`config.mk`:
```
export PLATFORM = sky130hd
export DESIGN_NAME = dxi_rx_frame_sink_flat
export DESIGN_NICKNAME = d
export VERILOG_FILES = /design/src/rtl/dxi_rx_frame_sink_if.sv /design/src/rtl/dxi_rx_frame_sink.sv /design/src/flat_wrapper.sv
export SDC_FILE = /design/constraint.sdc
export NUM_CORES = 1
export LEC_CHECK = 0
export ABC_CLOCK_PERIOD_IN_PS = 3190
export BUFFER_PORTS_ARGS = -buffer_cell sky130_fd_sc_hd__buf_2
export CORE_AREA = 3 3 139 141
export CTS_CLUSTER_DIAMETER = 120
export DETAILED_ROUTE_END_ITERATION = 6
export DIE_AREA = 0 0 142 144
export MAX_ROUTING_LAYER = met4
export PLACE_DENSITY_LB_ADDON = 0.12
export SYNTH_ARGS = -nofsm -noshare
export SYNTH_HDL_FRONTEND = slang
export SYNTH_SLANG_ARGS = --single-unit
```
`constraint.sdc`:
```
create_clock -name clk -period 3.19 [get_ports clk]
set_clock_uncertainty 0.1 [all_clocks]
set_input_delay 0.638 -clock clk [delete_from_list [all_inputs] [get_ports clk]]
set_output_delay 0.638 -clock clk [all_outputs]
set_load 0.05 [all_outputs]
```
`src/rtl/dxi_rx_frame_sink_if.sv`:
```
// DXI word stream in, framed word stream out, as seen by the frame sink.
// The slave modport is the sink's view; the master modport is the view of whatever surrounds it.
interface dxi_rx_frame_sink_if #(
  parameter int unsigned DATA_W = 16
) ();
  logic              s_valid;
  logic              s_ready;
  logic [DATA_W-1:0] s_data;
  logic              s_last;
  logic              m_valid;
  logic              m_ready;
  logic [DATA_W-1:0] m_data;
  logic              m_last;
  logic              m_err;

  modport slave (
    input  s_valid, s_data, s_last, m_ready,
    output s_ready, m_valid, m_data, m_last, m_err
  );

  modport master (
    output s_valid, s_data, s_last, m_ready,
    input  s_ready, m_valid, m_data, m_last, m_err
  );
endinterface

```
`src/rtl/dxi_rx_frame_sink.sv`:
```
// DXI responder: throttled word intake, frame-length policing, FWFT FIFO buffering
// and registered delivery of framed words to the downstream consumer.
module dxi_rx_frame_sink #(
  parameter int unsigned DATA_W    = 16,
  parameter int unsigned DEPTH     = 8,
  parameter int unsigned MAX_LEN   = 64,
  parameter int unsigned READY_PCT = 100
) (
  input  logic               clk,
  input  logic               rst,
  dxi_rx_frame_sink_if.slave dxi,
  output logic [15:0]        frame_cnt,
  output logic [15:0]        drop_cnt
);
  localparam int unsigned AW = $clog2(DEPTH);
  localparam int unsigned PW = AW + 1;
  localparam int unsigned LW = 16;
  localparam int unsigned TW = 7;

  typedef struct packed {
    logic              err;
    logic              last;
    logic [DATA_W-1:0] data;
  } entry_t;

  typedef enum logic [1:0] {
    IDLE  = 2'd0,
    FRAME = 2'd1,
    DROP  = 2'd2
  } state_t;

  entry_t        mem [DEPTH];
  logic [PW-1:0] wr_ptr, rd_ptr, wr_ptr_n, rd_ptr_n;
  state_t        state, state_n;
  logic [LW-1:0] len_cnt, len_cnt_n, len_inc;
  logic [TW-1:0] thr_cnt;
  logic [15:0]   drop_cnt_n;
  logic          rst_q;
  logic          thr_ok, full, empty, empty_n;
  logic          s_ready_c, accept, pop, push;
  entry_t        wr_entry, head_n;

  assign dxi.s_ready = s_ready_c;

  // Intake decision, frame policing and the FIFO head that will be presented next cycle.
  always_comb begin
    thr_ok     = thr_cnt < TW'(READY_PCT);
    full       = (wr_ptr[AW] != rd_ptr[AW]) && (wr_ptr[AW-1:0] == rd_ptr[AW-1:0]);
    empty      = wr_ptr == rd_ptr;
    s_ready_c  = !rst_q && thr_ok && (!full || state == DROP);
    accept     = dxi.s_valid && s_ready_c;
    pop        = !empty && dxi.m_ready;
    len_inc    = len_cnt + LW'(1);

    push       = 1'b0;
    wr_entry   = '{err: 1'b0, last: dxi.s_last, data: dxi.s_data};
    state_n    = state;
    len_cnt_n  = len_cnt;
    drop_cnt_n = drop_cnt;

    case (state)
      IDLE: begin
        if (accept) begin
          push      = 1'b1;
          len_cnt_n = LW'(1);
          state_n   = dxi.s_last ? IDLE : FRAME;
        end
      end
      FRAME: begin
        if (accept) begin
          push      = 1'b1;
          len_cnt_n = len_inc;
          if (dxi.s_last) begin
            state_n   = IDLE;
            len_cnt_n = '0;
          end else if (len_inc == LW'(MAX_LEN)) begin
            // Truncate: close the frame here and mark it errored.
            wr_entry.last = 1'b1;
            wr_entry.err  = 1'b1;
            state_n       = DROP;
            len_cnt_n     = '0;
          end
        end
      end
      DROP: begin
        if (accept) begin
          if (drop_cnt != 16'hFFFF) drop_cnt_n = drop_cnt + 16'd1;
          if (dxi.s_last) begin
            state_n   = IDLE;
            len_cnt_n = '0;
          end
        end
      end
      default: state_n = IDLE;
    endcase

    wr_ptr_n = wr_ptr + PW'(push);
    rd_ptr_n = rd_ptr + PW'(pop);
    empty_n  = wr_ptr_n == rd_ptr_n;
    // A word written into an otherwise-drained FIFO becomes the head directly.
    head_n   = (push && (rd_ptr_n == wr_ptr)) ? wr_entry : mem[rd_ptr_n[AW-1:0]];
  end

  always_ff @(posedge clk) begin
    rst_q <= rst;
    if (rst) begin
      wr_ptr      <= '0;
      rd_ptr      <= '0;
      state       <= IDLE;
      len_cnt     <= '0;
      thr_cnt     <= '0;
      frame_cnt   <= '0;
      drop_cnt    <= '0;
      dxi.m_valid <= 1'b0;
      dxi.m_data  <= '0;
      dxi.m_last  <= 1'b0;
      dxi.m_err   <= 1'b0;
    end else begin
      if (push) mem[wr_ptr[AW-1:0]] <= wr_entry;
      wr_ptr      <= wr_ptr_n;
      rd_ptr      <= rd_ptr_n;
      state       <= state_n;
      len_cnt     <= len_cnt_n;
      drop_cnt    <= drop_cnt_n;
      thr_cnt     <= (thr_cnt == TW'(99)) ? '0 : thr_cnt + TW'(1);
      dxi.m_valid <= !empty_n;
      if (!empty_n) begin
        dxi.m_data <= head_n.data;
        dxi.m_last <= head_n.last;
        dxi.m_err  <= head_n.err;
      end
      if (pop && dxi.m_last) frame_cnt <= frame_cnt + 16'd1;
    end
  end
endmodule

```
`src/flat_wrapper.sv`:
```
// flat-port wrapper written by rule: the top's interface ports become plain ports
module dxi_rx_frame_sink_flat 
#(
  parameter int unsigned DATA_W    = 16,
  parameter int unsigned DEPTH     = 8,
  parameter int unsigned MAX_LEN   = 64,
  parameter int unsigned READY_PCT = 100
)
  (clk, rst, frame_cnt, drop_cnt, dxi_s_valid, dxi_s_data, dxi_s_last, dxi_m_ready, dxi_s_ready, dxi_m_valid, dxi_m_data, dxi_m_last, dxi_m_err);
  dxi_rx_frame_sink_if #(.DATA_W(DATA_W)) dxi_i ();
  input  logic clk;
  input  logic rst;
  output logic [15:0] frame_cnt;
  output logic [15:0] drop_cnt;
  input wire logic [$bits(dxi_i.s_valid)-1:0] dxi_s_valid;
  input wire logic [$bits(dxi_i.s_data)-1:0] dxi_s_data;
  input wire logic [$bits(dxi_i.s_last)-1:0] dxi_s_last;
  input wire logic [$bits(dxi_i.m_ready)-1:0] dxi_m_ready;
  output wire logic [$bits(dxi_i.s_ready)-1:0] dxi_s_ready;
  output wire logic [$bits(dxi_i.m_valid)-1:0] dxi_m_valid;
  output wire logic [$bits(dxi_i.m_data)-1:0] dxi_m_data;
  output wire logic [$bits(dxi_i.m_last)-1:0] dxi_m_last;
  output wire logic [$bits(dxi_i.m_err)-1:0] dxi_m_err;
  assign dxi_i.s_valid = dxi_s_valid;
  assign dxi_i.s_data = dxi_s_data;
  assign dxi_i.s_last = dxi_s_last;
  assign dxi_i.m_ready = dxi_m_ready;
  assign dxi_s_ready = dxi_i.s_ready;
  assign dxi_m_valid = dxi_i.m_valid;
  assign dxi_m_data = dxi_i.m_data;
  assign dxi_m_last = dxi_i.m_last;
  assign dxi_m_err = dxi_i.m_err;
  dxi_rx_frame_sink #(.DATA_W(DATA_W), .DEPTH(DEPTH), .MAX_LEN(MAX_LEN), .READY_PCT(READY_PCT)) u_core (.clk(clk), .rst(rst), .dxi(dxi_i), .frame_cnt(frame_cnt), .drop_cnt(drop_cnt));
endmodule
```
==> Word level (Yosys, flattened, before mapping) <==
Memories as Yosys holds them, arrays and structs flattened.
Cells that the tools add are included.
{ "word_totals": {"ff_bits": 85, "ramBits": 144, "in_bits": 21, "output_inout_bits": 52, "wordCells": 79, "n_memories": 1} }
{ "mem_list": {"columns": ["memory", "depth", "width", "rd", "rd_ports_with_merged_regs", "wr", "line", "source"], "rows": [
  ["u_core.mem", 8, 18, 1, 0, 1, "dxi_rx_frame_sink.sv:32", "entry_t mem [DEPTH];"]
]} }
{ "op_classes": {"addsub": 6, "order_cmp": 1, "eq_ne": 15, "n_mux": 25, "n_reduce_logical": 19} }
{ "op_table": {"columns": ["op", "count"], "rows": [
  ["$mux 16", 6],
  ["$add 16x1->16 const B", 3],
  ["$pmux 16 s3", 1],
  ["$mux 2", 10],
  ["$mux 18", 1],
  ["$eq 16x7->1 const B", 1],
  ["$ne 16x16->1 const B", 1],
  ["$eq 4x4->1", 3],
  ["$reduce_and 5->1", 2],
  ["$add 4x1->4", 2],
  ["$add 7x1->7 const B", 1],
  ["$eq 7x7->1 const B", 1],
  ["$logic_and 1x1->1", 7],
  ["$lt 7x7->1 const B", 1],
  ["$mux 1", 6],
  ["$ne 2x1->1 const B", 3],
  ["$pmux 2 s3", 1],
  ["$logic_not 1->1", 4],
  ["$reduce_or 2->1", 2],
  ["$eq 3x3->1", 1],
  ["$ne 3x2->1 const B", 1],
  ["$reduce_and 3->1", 1],
  ["$reduce_bool 3->1", 1],
  ["$eq 2x1->1 const B", 1],
  ["other kinds (5)", 5]
]} }

==> Longest topological paths before layout <==
Gate-level depths: netlist (run 1).
{ "logic_depth": {"depth_word": 11, "ltp_mapped": 15, "ltp_nobuf": 13} }

==> Worst setup path before layout (run 1) <==
No wires, ideal clock.
{ "synth_path": {"kind": "flip-flop to flip-flop", "from": "register u_core.wr_ptr[1]", "to": "memory u_core.mem[0][0] (netlist name) (enable)", "setup_ns": 0.416, "arrival_ns": 2.957, "t_required_ns": 2.674, "setup_slack_ns": -0.283, "path_stages_with_launch": 8, "path_buffers": 1, "synth_period_minus_slack_ns": 3.473, "path_cell_list": "dfxtp_1 clkbuf_1 xor2_1 or3_1 nor3_1 nand3b_1 or4_1 nor3_1"} }
{ "synth_via": {"elab_chain_cells": 11} }
{ "synth_lines": {"columns": ["element", "line", "source"], "rows": [
  ["start, declared", "dxi_rx_frame_sink.sv:33", "logic [PW-1:0] wr_ptr, rd_ptr, wr_ptr_n, rd_ptr_n;"],
  ["start signal, assigned", "dxi_rx_frame_sink.sv:120", "wr_ptr <= wr_ptr_n;"],
  ["$eq 3x3->1", "dxi_rx_frame_sink.sv:48", "full = (wr_ptr[AW] != rd_ptr[AW]) && (wr_ptr[AW-1:0] == rd_ptr[AW-1:0]);"],
  ["$logic_and 1x1->1", "dxi_rx_frame_sink.sv:48", null],
  ["$logic_not 1->1", "dxi_rx_frame_sink.sv:50", "s_ready_c = !rst_q && thr_ok && (!full || state == DROP);"],
  ["$logic_or 1x1->1", "dxi_rx_frame_sink.sv:50", null],
  ["$logic_and 1x1->1", "dxi_rx_frame_sink.sv:50", null],
  ["$logic_and 1x1->1", "dxi_rx_frame_sink.sv:51", "accept = dxi.s_valid && s_ready_c;"],
  ["$mux 1", "dxi_rx_frame_sink.sv:63, dxi_rx_frame_sink.sv:70", null],
  ["$mux 1", null, null],
  ["$mux 1", "dxi_rx_frame_sink.sv:119", "if (push) mem[wr_ptr[AW-1:0]] <= wr_entry;"],
  ["$mux 1", "dxi_rx_frame_sink.sv:106", "if (rst) begin"],
  ["$mux 1 (not written as such)", "dxi_rx_frame_sink.sv:119", null],
  ["end, declared", "dxi_rx_frame_sink.sv:32", null]
]} }
Parallel ways exist; a longest one is shown, timed or not.

==> Worst setup path after layout (run 1) <==
{ "layout_path": {"from": "register u_core.wr_ptr[0]", "to": "register u_core.dxi.m_last"} }
{ "layout_via": {"elab_chain_cells": 10, "elab_cells_between_ends": 20, "classes_between": "add/sub (2); eq/ne (4); mux (5); reduce/logical (8); memory (1)"} }
{ "layout_lines": {"columns": ["element", "line", "source"], "rows": [
  ["$eq 3x3->1", "dxi_rx_frame_sink.sv:48", null],
  ["$logic_and 1x1->1", "dxi_rx_frame_sink.sv:48", null],
  ["$logic_not 1->1", "dxi_rx_frame_sink.sv:50", null],
  ["$logic_or 1x1->1", "dxi_rx_frame_sink.sv:50", null],
  ["$logic_and 1x1->1", "dxi_rx_frame_sink.sv:50", null],
  ["$logic_and 1x1->1", "dxi_rx_frame_sink.sv:51", null],
  ["$mux 1", "dxi_rx_frame_sink.sv:63, dxi_rx_frame_sink.sv:70", null],
  ["$mux 1", null, null],
  ["$add 4x1->4 or $logic_and 1x1->1 (tied branches)", "dxi_rx_frame_sink.sv:97, dxi_rx_frame_sink.sv:101", null],
  ["$eq 4x4->1 or $mux 18 (tied branches)", "dxi_rx_frame_sink.sv:99, dxi_rx_frame_sink.sv:101", null],
  ["end signal, assigned", "dxi_rx_frame_sink.sv:129", "dxi.m_last <= head_n.last;"],
  ["end, declared", "dxi_rx_frame_sink_if.sv:18", "output s_ready, m_valid, m_data, m_last, m_err"]
]} }
Parallel ways exist; a longest one is shown, timed or not.
A chain may end at the register's enable or synchronous reset.

==> results.toml, run 1 <==
[yosys]
post_synth_instance_area_sq_um = 9720
asyncSetResetFlopFracSynth = 0
synth.ff_latch_count = 229
yosysWarningCount = 0
synthesis.nets = 768
syn-mean-instance-area_sq_um = 13.2
synth_enable_flop_cells = 144
area_leader_netlist = "edfxtp_1"
post_synth_num_cell_types = 57
yosys-top-cells-area = "edfxtp_1, dfxtp_1, mux4_2"
post-synth-top-area-fraction = 0.445
synth_ff_type = "edfxtp_1"
synth.yosys.seq_area_share = 0.620
synthCells = 735

[cts]
clk_transition_reported_paths_ns = 0.06
cts_inserted_buffers = 24
tritoncts_clock_tree = "yes"
cts.sink_count = 229
clock_latency_ns = 0.51
cts_max_path_buffers = 3
holdBufCountCts = 0
cts-root-buf = "clkbuf_16"
ctsHtreeMaxLevel = 1

[critical_path]
worstReg2RegEnd = "u_core.dxi.m_last$_SDFFE_PP0P_"
critical_path_origin = "u_core.wr_ptr[0]$_SDFF_PP0_"
worstReg2RegStart = "u_core.wr_ptr[0]$_SDFF_PP0_"
critPathCaptureType = "flop"
critical_path.max_fanout = 6
critical_path.endpoint = "u_core.dxi.m_last$_SDFFE_PP0P_"
worstPathArrival_ns = 3.47
reg2reg_setup_slack_ns = 0.06
worstRegToRegCells = 14
start_kind = "flop"
timing.critical_path.required_ns = 3.53
worstSetupPathType = "reg2reg"

[place]
dp_hpwl_um = 12900
port_buffers = 72
gp_congestion = 0.844
dp.cells = 1028

[cells_and_area]
multi_input_area_sq_um = 3590
ff_latch_area_sq_um = 6030
num_antenna_cells = 0
layout_cell_share_with_drive_strength_beyond_1 = 0.231
syn2layout_area_growth_pct = 17.1
num-fill-cells = 1375
finalNonFillerCells = 1077
nets_final = 863
final_core_utilization = 0.629

[power_and_ir_drop]
power-per-cell-area_nw_per_um2 = 669
leakage_nw = 4.08
ir_worst_vdd_uv = 549

[flow_run]
drv.max_cap_violation_count = 0

[floorplanning]
fp.coreArea_sq_um = 18100
fp.dieW_um = 142
initial_core_utilization = 0.537
vertical_extent_of_the_die_um = 144
ios = 73
floorplan.rows = 49
die_area_sq_um = 20400

[drt]
detailedRoute.firstIterationViolations = 275
route.detailed.drc = 0
drtAntennaViolNets = 0
routed-via-count = 6210
dr.max_layer_used = "met4"
route.detailed.vias_per_inst = 5.77
wirelength_met1_um = 8850
drt-pass1-iter-count = 4
route.final.wire_length_um = 20900
wire_length_per_cell_um = 19.4
routed_length_on_met2_um = 10500
detailroute.wirelength.met3_um = 912

[timing]
worst_slew_pin_slew_ns = 0.729
maxSlewViolCount = 0
post-route-period-util = 0.982
rsz0062_at_grt = "yes"
setup_viol = 0
min_period_ns = 3.13
final_hold_viol_count = 0
timing.fmax_mhz = 319
timing.max_slew.rel_slack = 0.514

[global_routing]
global_route.overflow_total = 0
antenna_found_initial = 0
grt_first_pass_wirelength_um = 32800
grt_start_max_net_pins = 65
first_global_vias = 6259
grt_usage = 0.209

[status]
outcome = "finished clean"

[hold_path]
hold_path.class = "in2reg"
## layout make-up
type | count | share of cell area
Sequential cell | 229 | 0.530
Inverter | 8 | 0.00264
Multi-Input combinational cell | 461 | 0.316
Tap cell | 229 | 0.0252
Clock inverter | 9 | 0.0113
Clock buffer | 35 | 0.0573
Timing Repair Buffer | 106 | 0.0582
## Yosys cell counts (all sizes together) (17+ instances only)
library cell  count
edfxtp          144
dfxtp            85
nor2             81
nand2            51
mux4             36
a21oi            29
xor2             28
nand3            25
xnor2            24
nor3             23
mux2i            22
clkbuf           20
a211o            18
and3             18
buf              17
## where the power goes
group	internal [mW]	leakage (nW)	switching (mW)
registers	3.26	1.99	0.0654
clock network	1.66	0.379	1.09
logic	0.623	1.71	0.914
## layout by cell type (no fill, tap or decap), drive strengths merged, types with 10 or more instances in the layout
cell type / synthesis / layout
mux2i: 22 / 22
dfxtp: 85 / 85
xor2: 28 / 28
nor3: 23 / 23
nand2: 51 / 51
nor2: 81 / 81
a21oi: 29 / 29
clkbuf: 20 / 36
xnor2: 24 / 24
nand3: 25 / 25
mux4: 36 / 36
and3: 18 / 18
edfxtp: 144 / 144
a211o: 18 / 18
or3: 10 / 10
buf: 17 / 105
nor2b: 10 / 10
ha: 12 / 12
## metal layers
layer  vias up  global-route usage
li1       2937                   -
met4         0              0.0672
met5         -                   -
met1      3088               0.266
met3        41              0.0308
met2       144               0.349
## critical path, cell delays in order, from the launching register on
cell and delay [ns]:
dfxtp_1 0.32, xor2_1 0.18, or3_4 0.40, nor3_2 0.19, nand3b_1 0.18, nor2_2 0.07, ha_2 0.20, ha_4 0.18
xnor2_4 0.13, xnor2_2 0.16, nor4_4 0.38, buf_4 0.22, clkbuf_16 0.15, nand2_1 0.05, a21oi_1 0.13
## through the flow
| stage | cell area [sq um] | hold slack (ns) | setup TNS (ns) | setup slack (ns) | total power [mW] |
|---|---|---|---|---|---|
| after CTS | 11300 | 0.285 | 0 | 0.102 | 7.58 |
| after global placement | 10500 | 0.324 | 0 | 0.168 | 4.79 |
| after global routing | 11400 | 0.303 | -0.197 | -0.0390 | 7.90 |
| final | 11400 | 0.306 | 0 | 0.0584 | 7.61 |
| after detailed placement | 10500 | 0.336 | 0 | 0.0972 | 4.82 |
| after floorplan | 9730 | 0.313 | -3.41 | -0.189 | 4.43 |
## state kept, by name, summed over array words and instances (netlist names)
name / flops
u_core.rst_q: 1
u_core.dxi.m_data: 16
u_core.frame_cnt: 16
u_core.dxi.m_err: 1
u_core.state: 2
u_core.dxi.m_valid: 1
u_core.len_cnt: 16
u_core.drop_cnt: 16
u_core.wr_ptr: 4
u_core.dxi.m_last: 1
u_core.rd_ptr: 4
u_core.thr_cnt: 7
u_core.mem: 144
## cell families (layout without fill, tap and decap cells)
family	after synthesis	after routing	synth area share
and+or+nand+nor	252	252	0.128
DFF	229	229	0.620
AOI/OAI and AO/OA	87	87	0.0635
muxes	58	58	0.106
xor gates and xnor gates	52	52	0.0469
buffers and inverters	45	158	0.0202
adders and majority gates	12	12	0.0154
## what timing repair did
item / CTS / global route
resized for setup: 0 / 11
setup endpoints to repair: 0 / 18
buffers inserted: 0 / 3
## how the worst min path moves through the flow
stage / startpoint / cells after the start / slack [ns] / to
finish: dxi_s_data[4] / 1 / 0.31 / u_core.mem[2][4]$_DFFE_PP_
global route: dxi_s_data[14] / 1 / 0.30 / u_core.mem[3][14]$_DFFE_PP_
CTS: dxi_s_data[11] / 1 / 0.29 / u_core.mem[3][11]$_DFFE_PP_
detailed placement: u_core.thr_cnt[0]$_SDFF_PP0_ / 1 / 0.34 / u_core.thr_cnt[0]$_SDFF_PP0_
global placement: u_core.thr_cnt[0]$_SDFF_PP0_ / 1 / 0.32 / u_core.thr_cnt[0]$_SDFF_PP0_
floorplan: u_core.thr_cnt[0]$_SDFF_PP0_ / 1 / 0.31 / u_core.thr_cnt[0]$_SDFF_PP0_
No activity file was read; power rests on OpenSTA's default activity.
==> inputs of run 2 (changes only) <==
BUFFER_PORTS_ARGS = default   (was -buffer_cell sky130_fd_sc_hd__buf_2)
CORE_AREA = 3 3 137 139   (was 3 3 139 141)
DIE_AREA = 0 0 140 142   (was 0 0 142 144)
DONT_BUFFER_PORTS = 1   (was default)
==> run 2 against run 1 <==
  * Count of clock-buffer cells in the layout is the same
  * Flip-flop and latch count is the same
  * Worst setup slack gained 0.047 ns
  * Sequential share of layout area up 0.71 points
  * Highest routed layer unchanged
  * Critical path type unchanged
==> results.toml, run 2 (synthesized netlist as in run 1, its figures left out) <==
[status]
outcome = "finished clean"

[cts]
ctsHtreeMaxLevel = 1
clock_latency_ns = 0.53
cts_max_path_buffers = 3
cts-root-buf = "clkbuf_16"
cts_inserted_buffers = 25
clk_transition_reported_paths_ns = 0.06
tritoncts_clock_tree = "yes"
cts.sink_count = 229
holdBufCountCts = 0

[timing]
post-route-period-util = 0.967
timing.max_slew.rel_slack = 0.570
setup_viol = 0
maxSlewViolCount = 0
final_hold_viol_count = 0
timing.fmax_mhz = 324
min_period_ns = 3.08
setup_tns_ns = 0
worst_slew_pin_slew_ns = 0.645

[cells_and_area]
layout.cells.most_common_list = "edfxtp_1, dfxtp_1, nor2_1, nand2_1, buf_4"
num_antenna_cells = 0
layout_cell_share_with_drive_strength_beyond_1 = 0.188
nets_final = 813
syn2layout_area_growth_pct = 15.5
largest_register_ffs = 144
finalNonFillerCells = 1028
final_common_cell = "edfxtp_1"

[critical_path]
critical_path.max_fanout = 9
worstSetupPathType = "reg2reg"
start_kind = "flop"
critPathCaptureType = "flop"
worstPathArrival_ns = 3.39
timing.critical_path.required_ns = 3.50

[hold_path]
hold_path.class = "in2reg"

[floorplanning]
fp.coreArea_sq_um = 17800
vertical_extent_of_the_die_um = 142
ios = 73
fp.dieW_um = 140
initial_core_utilization = 0.547
floorplan.rows = 49
die_area_sq_um = 19900

[flow_run]
drv.max_cap_violation_count = 0

[drt]
wire_length_per_cell_um = 20.1
drtAntennaViolNets = 0
drt-pass1-iter-count = 5
route.detailed.drc = 0
routed-via-count = 6109
detailedRoute.firstIterationViolations = 314
route.detailed.vias_per_inst = 5.94
route.final.wire_length_um = 20700

[power_and_ir_drop]
ir_worst_vdd_uv = 588
power-per-cell-area_nw_per_um2 = 670
leakage_nw = 3.88
finalPower_mw = 7.52

[global_routing]
grt_start_max_net_pins = 71
global_route.overflow_total = 0
grt_first_pass_wirelength_um = 31800
first_global_vias = 6061
grt_usage = 0.207
antenna_found_initial = 0

[place]
dp.cells = 976
gp_congestion = 0.855
dp_hpwl_um = 12800
port_buffers = 0
run 2: repair_timing:
action	4_1_cts	5_1_grt
setup endpoints to repair	0	7
resized for setup	0	9
setup buffers	0	2
run 2: stage by stage:
| step | hold slack, ns | instance area (sq um) | setup slack (ns) | util |
|---|---|---|---|---|
| detailed placement | 0.342 | 10300 | 0.113 | 0.580 |
| global placement | 0.326 | 10300 | 0.230 | 0.580 |
| finish | 0.0444 | 11200 | 0.105 | 0.632 |
| CTS | 0.0302 | 11100 | 0.0771 | 0.623 |
| global route | 0.0237 | 11200 | -0.0324 | 0.632 |
| floorplan | 0.313 | 9730 | -0.189 | - |
run 2: cell type report:
| class | instances | area (sq um) |
|---|---|---|
| Fill cell | 1354 | 6550 |
| Sequential cell | 229 | 6030 |
| Multi-Input combinational cell | 461 | 3580 |
| Clock buffer | 35 | 693 |
| Timing Repair Buffer | 55 | 536 |
| Tap cell | 229 | 287 |
| Clock inverter | 11 | 77.6 |
| Inverter | 8 | 30.0 |
run 2: layer usage:
| layer | vias to the layer above | part of all wire | track usage |
|---|---|---|---|
| met4 | 0 | 0.023 | 0.0581 |
| met5 | - | 0 | - |
| met2 | 183 | 0.51 | 0.351 |
| met1 | 3052 | 0.40 | 0.253 |
| li1 | 2840 | - | - |
| met3 | 34 | 0.068 | 0.0470 |
run 2: worst paths after layout:
check | start | endpoint | slack [ns] | cells after the start
setup / recovery | u_core.rd_ptr[1]$_SDFF_PP0_ | u_core.dxi.m_data[1]$_SDFFE_PP0P_ | 0.11 | 14
hold / removal | rst | u_core.rst_q$_DFF_P_ | 0.04 | 0
setup reg to reg | u_core.rd_ptr[1]$_SDFF_PP0_ | u_core.dxi.m_data[1]$_SDFFE_PP0P_ | 0.11 | 14
hold reg to reg | u_core.thr_cnt[0]$_SDFF_PP0_ | u_core.thr_cnt[0]$_SDFF_PP0_ | 0.35 | 1
run 2: worst max-delay path, cell delays in order, from the launching register on:
cell	delay (ns)
dfxtp_1	0.33
xor2_1	0.16
or3_1	0.40
nor3_2	0.20
nand3b_1	0.15
nor2_1	0.08
ha_1	0.22
ha_2	0.20
xnor2_2	0.16
xnor2_2	0.16
nor4_4	0.26
buf_6	0.19
clkbuf_16	0.19
a211o_1	0.10
a21oi_1	0.06
run 2: report_power, final:
| group | internal (mW) | switching, mW |
|---|---|---|
| clock network | 1.53 | 1.13 |
| logic | 0.638 | 0.597 |
| registers | 3.26 | 0.368 |
